File: src/rtl/id_ex_operand_stage.sv
// rtl/id_ex_operand_stage.sv - ID-stage operand forwarding, load-use detection and ID/EX pipeline register
module id_ex_operand_stage #(
  parameter int DATA_W = 32,
  parameter int ADDR_W = 5
) (
  input  logic              clk,
  input  logic              rst,
  input  logic              id_valid,
  input  logic [ADDR_W-1:0] id_ra0,
  input  logic [ADDR_W-1:0] id_ra1,
  input  logic              id_use0,
  input  logic              id_use1,
  input  logic [DATA_W-1:0] rf_rd0,
  input  logic [DATA_W-1:0] rf_rd1,
  input  logic [ADDR_W-1:0] id_wa,
  input  logic              id_we,
  input  logic              id_is_load,
  input  logic [31:0]       id_pc,
  input  logic [DATA_W-1:0] id_imm,
  input  logic [DATA_W-1:0] ex_alu_res,
  input  logic [ADDR_W-1:0] mem_wa,
  input  logic              mem_we,
  input  logic [DATA_W-1:0] mem_wd,
  input  logic [ADDR_W-1:0] wb_wa,
  input  logic              wb_we,
  input  logic [DATA_W-1:0] wb_wd,
  input  logic              flush,
  input  logic              ex_stall,
  output logic              stall_id,
  output logic              ex_valid,
  output logic [DATA_W-1:0] ex_src0,
  output logic [DATA_W-1:0] ex_src1,
  output logic [ADDR_W-1:0] ex_wa,
  output logic              ex_we,
  output logic              ex_is_load,
  output logic [31:0]       ex_pc,
  output logic [DATA_W-1:0] ex_imm,
  output logic [31:0]       bubble_cnt
);

  logic [DATA_W-1:0] fwd0;
  logic [DATA_W-1:0] fwd1;
  logic              ex_fwd_ok;
  logic              hazard0;
  logic              hazard1;

  // A load in EX has no data yet, so it never forwards; it stalls instead.
  assign ex_fwd_ok = ex_valid & ex_we & ~ex_is_load;

  always_comb begin
    fwd0 = rf_rd0;
    if (id_ra0 == '0)                        fwd0 = '0;
    else if (ex_fwd_ok && ex_wa == id_ra0)   fwd0 = ex_alu_res;
    else if (mem_we && mem_wa == id_ra0)     fwd0 = mem_wd;
    else if (wb_we && wb_wa == id_ra0)       fwd0 = wb_wd;
  end

  always_comb begin
    fwd1 = rf_rd1;
    if (id_ra1 == '0)                        fwd1 = '0;
    else if (ex_fwd_ok && ex_wa == id_ra1)   fwd1 = ex_alu_res;
    else if (mem_we && mem_wa == id_ra1)     fwd1 = mem_wd;
    else if (wb_we && wb_wa == id_ra1)       fwd1 = wb_wd;
  end

  assign hazard0  = id_use0 & (ex_wa == id_ra0);
  assign hazard1  = id_use1 & (ex_wa == id_ra1);
  assign stall_id = ~flush & id_valid & ex_valid & ex_is_load & ex_we &
                    (ex_wa != '0) & (hazard0 | hazard1);

  always_ff @(posedge clk) begin
    if (rst) begin
      ex_valid   <= 1'b0;
      ex_src0    <= '0;
      ex_src1    <= '0;
      ex_wa      <= '0;
      ex_we      <= 1'b0;
      ex_is_load <= 1'b0;
      ex_pc      <= '0;
      ex_imm     <= '0;
      bubble_cnt <= '0;
    end else if (flush) begin
      ex_valid   <= 1'b0;
      ex_we      <= 1'b0;
      ex_is_load <= 1'b0;
    end else if (ex_stall) begin
      ex_valid   <= ex_valid;
    end else if (stall_id) begin
      ex_valid   <= 1'b0;
      ex_we      <= 1'b0;
      ex_is_load <= 1'b0;
      bubble_cnt <= bubble_cnt + 32'd1;
    end else begin
      // Side effects of an empty slot are suppressed so later stages never see a write.
      ex_valid   <= id_valid;
      ex_src0    <= fwd0;
      ex_src1    <= fwd1;
      ex_wa      <= id_wa;
      ex_we      <= id_valid & id_we;
      ex_is_load <= id_valid & id_is_load;
      ex_pc      <= id_pc;
      ex_imm     <= id_imm;
    end
  end

endmodule

File: config.mk
export PLATFORM = sky130hd
export DESIGN_NAME = id_ex_operand_stage
export DESIGN_NICKNAME = d
export VERILOG_FILES = /design/src/rtl/id_ex_operand_stage.sv
export SDC_FILE = /design/constraint.sdc
export NUM_CORES = 1
export LEC_CHECK = 0
export BUFFER_PORTS_ARGS = -buffer_cell sky130_fd_sc_hd__buf_2
export CELL_PAD_IN_SITES_DETAIL_PLACEMENT = 1
export CELL_PAD_IN_SITES_GLOBAL_PLACEMENT = 2
export CORE_MARGIN = 1
export CORE_UTILIZATION = 27
export CTS_BUF_LIST = sky130_fd_sc_hd__clkbuf_4
export CTS_CLUSTER_SIZE = 8
export DETAILED_ROUTE_END_ITERATION = 12
export PLACE_DENSITY_LB_ADDON = 0.1
export SLEW_MARGIN = 20
export SYNTH_ARGS = -nofsm -noshare
export SYNTH_HDL_FRONTEND = slang
export SYNTH_SLANG_ARGS = --single-unit
File: constraint.sdc
create_clock -name clk -period 3 [get_ports clk]
set_input_delay 0.6 -clock clk [delete_from_list [all_inputs] [get_ports clk]]
set_output_delay 0.6 -clock clk [all_outputs]
set_load 0.05 [all_outputs]
## After elaboration in Yosys (flattened, before gate mapping)

Cells that the tools add are included.

- Input bits: 260
- Flip-flop bits (word level): 168
- Memory bits (read-only): 0
- Memories: 0
- Memory bits (writable): 0
- Word-level logic and storage cells: 56
- Bits in latches: 0
- Output and inout port bits: 169

- Shifts and indexed selects: 0
- Divide/modulo/power cells: 0
- Add/sub/neg operators: 1
- $mul: 0
- Muxes and demuxes: 11
- Bitwise operators: 17
- Reduce and logical (&&, ||, !) cells: 12
- Magnitude comparators: 0
- Equality and inequality tests: 6

Operator list:

| operator | number |
|---|---|
| $mux W32 | 8 |
| $add A32 B1 Y32 const B | 1 |
| $eq A5 B5 Y1 | 6 |
| $and A1 B1 Y1 | 12 |
| $logic_not A5 Y1 | 2 |
| $logic_and A1 B1 Y1 | 6 |
| $reduce_and A3 Y1 | 2 |
| $reduce_bool A5 Y1 | 1 |
| $not A1 Y1 | 4 |
| $mux W1 | 3 |
| $reduce_or A2 Y1 | 1 |
| $or A1 B1 Y1 | 1 |

## Longest topological paths before layout

- Depth in word-level cells: 9
- Depth in mapped cells: 9
- Depth with buffers taken out: 7

## Worst setup path before layout

No wires, ideal clock.

- Path kind: register -> output
- Start point: register ex_wa[3]
- End point: output stall_id
- Slack: 0.491 ns
- Path buffers: 0
- Arrival: 1.909 ns
- Data required time: 2.400 ns
- Stages on the path, launching flop included: 6
- Cell sequence: dfxtp_1 > xor2_1 > nor3_4 > a32o_1 > nand2_1 > inv_1

- Cells in the longest elaborated chain, start to end: 4
- Elaborated cells on any way between the ends: 8
- Those cells by class: eq/ne (2); bitwise (5); reduce/logical (1)

RTL lines:

| element | RTL line | RTL |
|---|---|---|
| start, declared | 33 | `output logic [ADDR_W-1:0] ex_wa,` |
| start signal, assigned | 98 | `ex_wa <= id_wa;` |
| $eq A5 B5 Y1, on equally long branches | 66, 67 |  |
| $and A1 B1 Y1, on equally long branches | 66, 67 |  |
| $or A1 B1 Y1 | 69 | `(ex_wa != '0) & (hazard0 \| hazard1);` |
| $and A1 B1 Y1 (*) | 69 |  |
| end, declared | 29 | `output logic stall_id,` |

Every way passes the cells marked *; elsewhere a longest branch is shown, timed or not.

## Worst setup path in the final report

Ends and elaborated chain as after synthesis.

==> impl_metrics.toml <==
[run_status]
status = "finished clean"

[detailed_routing]
drtPass1Iterations = 4
vias_per_cell = 5.140
drt-total-wl_mm = 41.42
drtIter0Drc = 450
num_vias = 9678
ant_nets = 0
drc = 0
routedWlPerCell_um = 22.00

[final_layout]
drive_gt1_share_pct = 35.59
area_growth_pct = 34.90
num-nets-final = 1723
fill_cells = 3879

[timing]
fin_setup_tns_ns = 0
fin_crit_sh_pct = 93.78
slew_violations = 0
hold_violations = 0
setup_viol = 0
setup_ws_ns = 0.1865
slew_headroom_pct = 49.92
finClkSkew_ns = 0.03923
final.min_clock_period_ns = 2.813
fmax_mhz = 355.4
rsz0062_at_grt = "no"
tightest_slew_ns = 0.7443

[setup_path]
worstSetupEndpointType = "primary output"
r2r-end = "bubble_cnt[16]"
cp_cell_sequence = "xor2_1 > nor3_4 > a32o_2 > nand2_2 > inv_1 > buf_2"
crit_path_end = "stall_id"
reg2reg_from = "bubble_cnt[2]"
startpoint = "ex_wa[3]"
r2r_setup_slack_ns = 0.61
rr_worst_depth = 5
crit_slowest_cell = "dfxtp_2"
timing.critical_path.depth = 6
worst-path-buf-inv = 2
max_stage_delay_ns = 0.40
path_delay_family = "flip-flops"
crit_required_ns = 2.40
worst-path-max-fanout = 5
worstSetupPathType = "flip-flop to primary output"
crit_arrival_ns = 2.21
crit_path_start_kind = "flip-flop"

[clock_tree]
cts-root-buf = "clkbuf_4"
path_clk_slew_ns = 0.19
cts_sinks = 168
clk_path_buf_depth = 2
postCtsHoldBufs = 0
clk_latency_ns = 0.61
cts_setup_buffers = 0
cts_htree_levels = 4
cts_tree = "yes"
cts_buffers = 17

[yosys]
synth_top_area_share_pct = 39.22
synth_top_cells_by_count = "dfxtp_1 (168), nand2_1 (152), nor2_1 (91)"
syn_nets = 1343
syn_area_um2 = 8574
synth-edff-count = 0
syn-mean-instance-area_um2 = 7.925
synth_seq_cells = 168
synth.largest_area_cell = "dfxtp_1"
synth.most_common_cell = "dfxtp_1"
yosys_warnings = 0
synth_cells = 1082
yosysSeqAreaShare_pct = 39.22
synth_xor_area_share_pct = 4.669
yosys-top-cells-area = "dfxtp_1 (39%), nand2_1 (6.7%), a2bb2oi_1 (6.5%)"
synth_ff_type = "dfxtp_1"
synth_cell_types = 44
yosys-mux-area-fraction_pct = 1.445
synth-compound-area-share_pct = 28.26
async_flop_share_pct = 0
synth_simple_gate_area_share_pct = 21.19
yosys.area_share.adder_pct = 0.1459
synth_top_family_by_area = "compound AO/OA/AOI/OAI gates"

[global_routing]
grt_usage_pct = 24.86
grt_pass1_wl_mm = 61.88
antenna_found_initial = 18
grt_overflow = 0
grt_start_max_net_pins = 79
grt_pass1_vias = 9982

[die]
pin_count = 429
dieHeight_um = 180.2
die_w_um = 180.2
coreArea_um2 = 30910
dieArea_um2 = 32470
initial_core_util_pct = 27.74
core.rowCount = 64

[placed_design]
place_ws_ns = 0.2988
io_buffers = 428
place.detailed.hpwl_mm = 29.47
gp_congestion = 0.8068

[power_and_ir_drop]
peakVddDrop_uv = 199.8
p_leak_nw = 5.119
power_density_nw_per_um2 = 431.3

[hold_path]
hold_depth = 3
min_path_type = "input port to flip-flop"

[run]
cap_violations = 0
tightest hold or removal path: cells and delay by family:
kind	cells	cell delay, ns
AO/OA/AOI/OAI	1	0.05
buffers and inverters	1	0.09
AND/OR/NAND/NOR	1	0.05
routing by layer:
metal | track usage (%) | share of wire [%] | vias to the layer above
li1 | - | - | 4679
met4 | 7.521 | 1.6 | 12
met5 | 0 | 0.20 | -
met1 | 30.07 | 42 | 4611
met2 | 41.78 | 48 | 334
met3 | 7.963 | 7.9 | 42
sequential cells by signal (all words and copies together) (netlist names):
signal and flops:
bubble_cnt 32, ex_imm 32, ex_pc 32, ex_src0 32, ex_src1 32, ex_wa 5
ex_is_load 1, ex_valid 1, ex_we 1
cell type report:
type                            count  area (µm²)  area share [%]
Tap cell                          396       495.5           4.283
Clock inverter                     14       156.4           1.352
Antenna cell                       12       30.03          0.2596
Inverter                           10       37.54          0.3245
Sequential cell                   168        3372           29.15
Multi-Input combinational cell    805        4843           41.87
Clock buffer                       18       135.1           1.168
Timing Repair Buffer              460        2497           21.59
kinds of logic (layout without fill, tap and decap cells):
kind of cell	Yosys count	in the layout
AO/OA/AOI/OAI	349	349
XOR/XNOR	44	44
adder cells (fa/ha/maj)	1	1
buffers and inverters	109	502
flip-flops	168	168
multiplexers	11	11
other	0	12
AND/OR/NAND/NOR	400	400
per-stage QoR:
step                      hold WS [ns]  total power [W]  std cells  area (µm²)  util (%)
after floorplan                 0.6718         0.003104       1082        8574         -
after global placement          0.4386         0.003569       1839       11230     36.33
after detailed placement        0.4429         0.003578       1839       11230     36.33
after CTS                       0.1241         0.005064       1871       11520     37.28
after global routing            0.1135         0.005243       1880       11560     37.40
final                           0.1884         0.004989       1883       11570     37.42
cells in the final DEF (no fill, tap or decap), drive strengths merged, types with 21 or more instances in the layout:
| cell | netlist | layout |
|---|---|---|
| nand2 | 152 | 152 |
| buf | 20 | 460 |
| o21ai | 70 | 70 |
| nor2 | 93 | 93 |
| nand3 | 68 | 68 |
| o2bb2ai | 64 | 64 |
| nand4 | 21 | 21 |
| a21oi | 77 | 77 |
| dfxtp | 168 | 168 |
| xor2 | 30 | 30 |
| a2bb2oi | 64 | 64 |
| a211oi | 64 | 64 |
worst min-delay path by stage:
stage | startpoint | to | slack (ns)
after floorplan | ex_imm[0] | ex_imm[0] | 0.67
after global placement | ex_imm[6] | ex_imm[6] | 0.44
after detailed placement | ex_src0[9] | ex_src0[9] | 0.44
after CTS | id_wa[3] | ex_wa[3] | 0.12
after global routing | id_wa[1] | ex_wa[1] | 0.11
final | id_wa[3] | ex_wa[3] | 0.19
timing repair:
item	CTS	global route
endpoints found under the hold margin	0	0
resized for setup	3	7
endpoints found under the setup margin	1	1
power breakdown:
| part | switching [W] | internal (W) |
|---|---|---|
| sequential | 0.0000500 | 0.00232 |
| clock | 0.000998 | 0.000463 |
| combinational | 0.000769 | 0.000387 |
(Power assumes the default switching activity.)
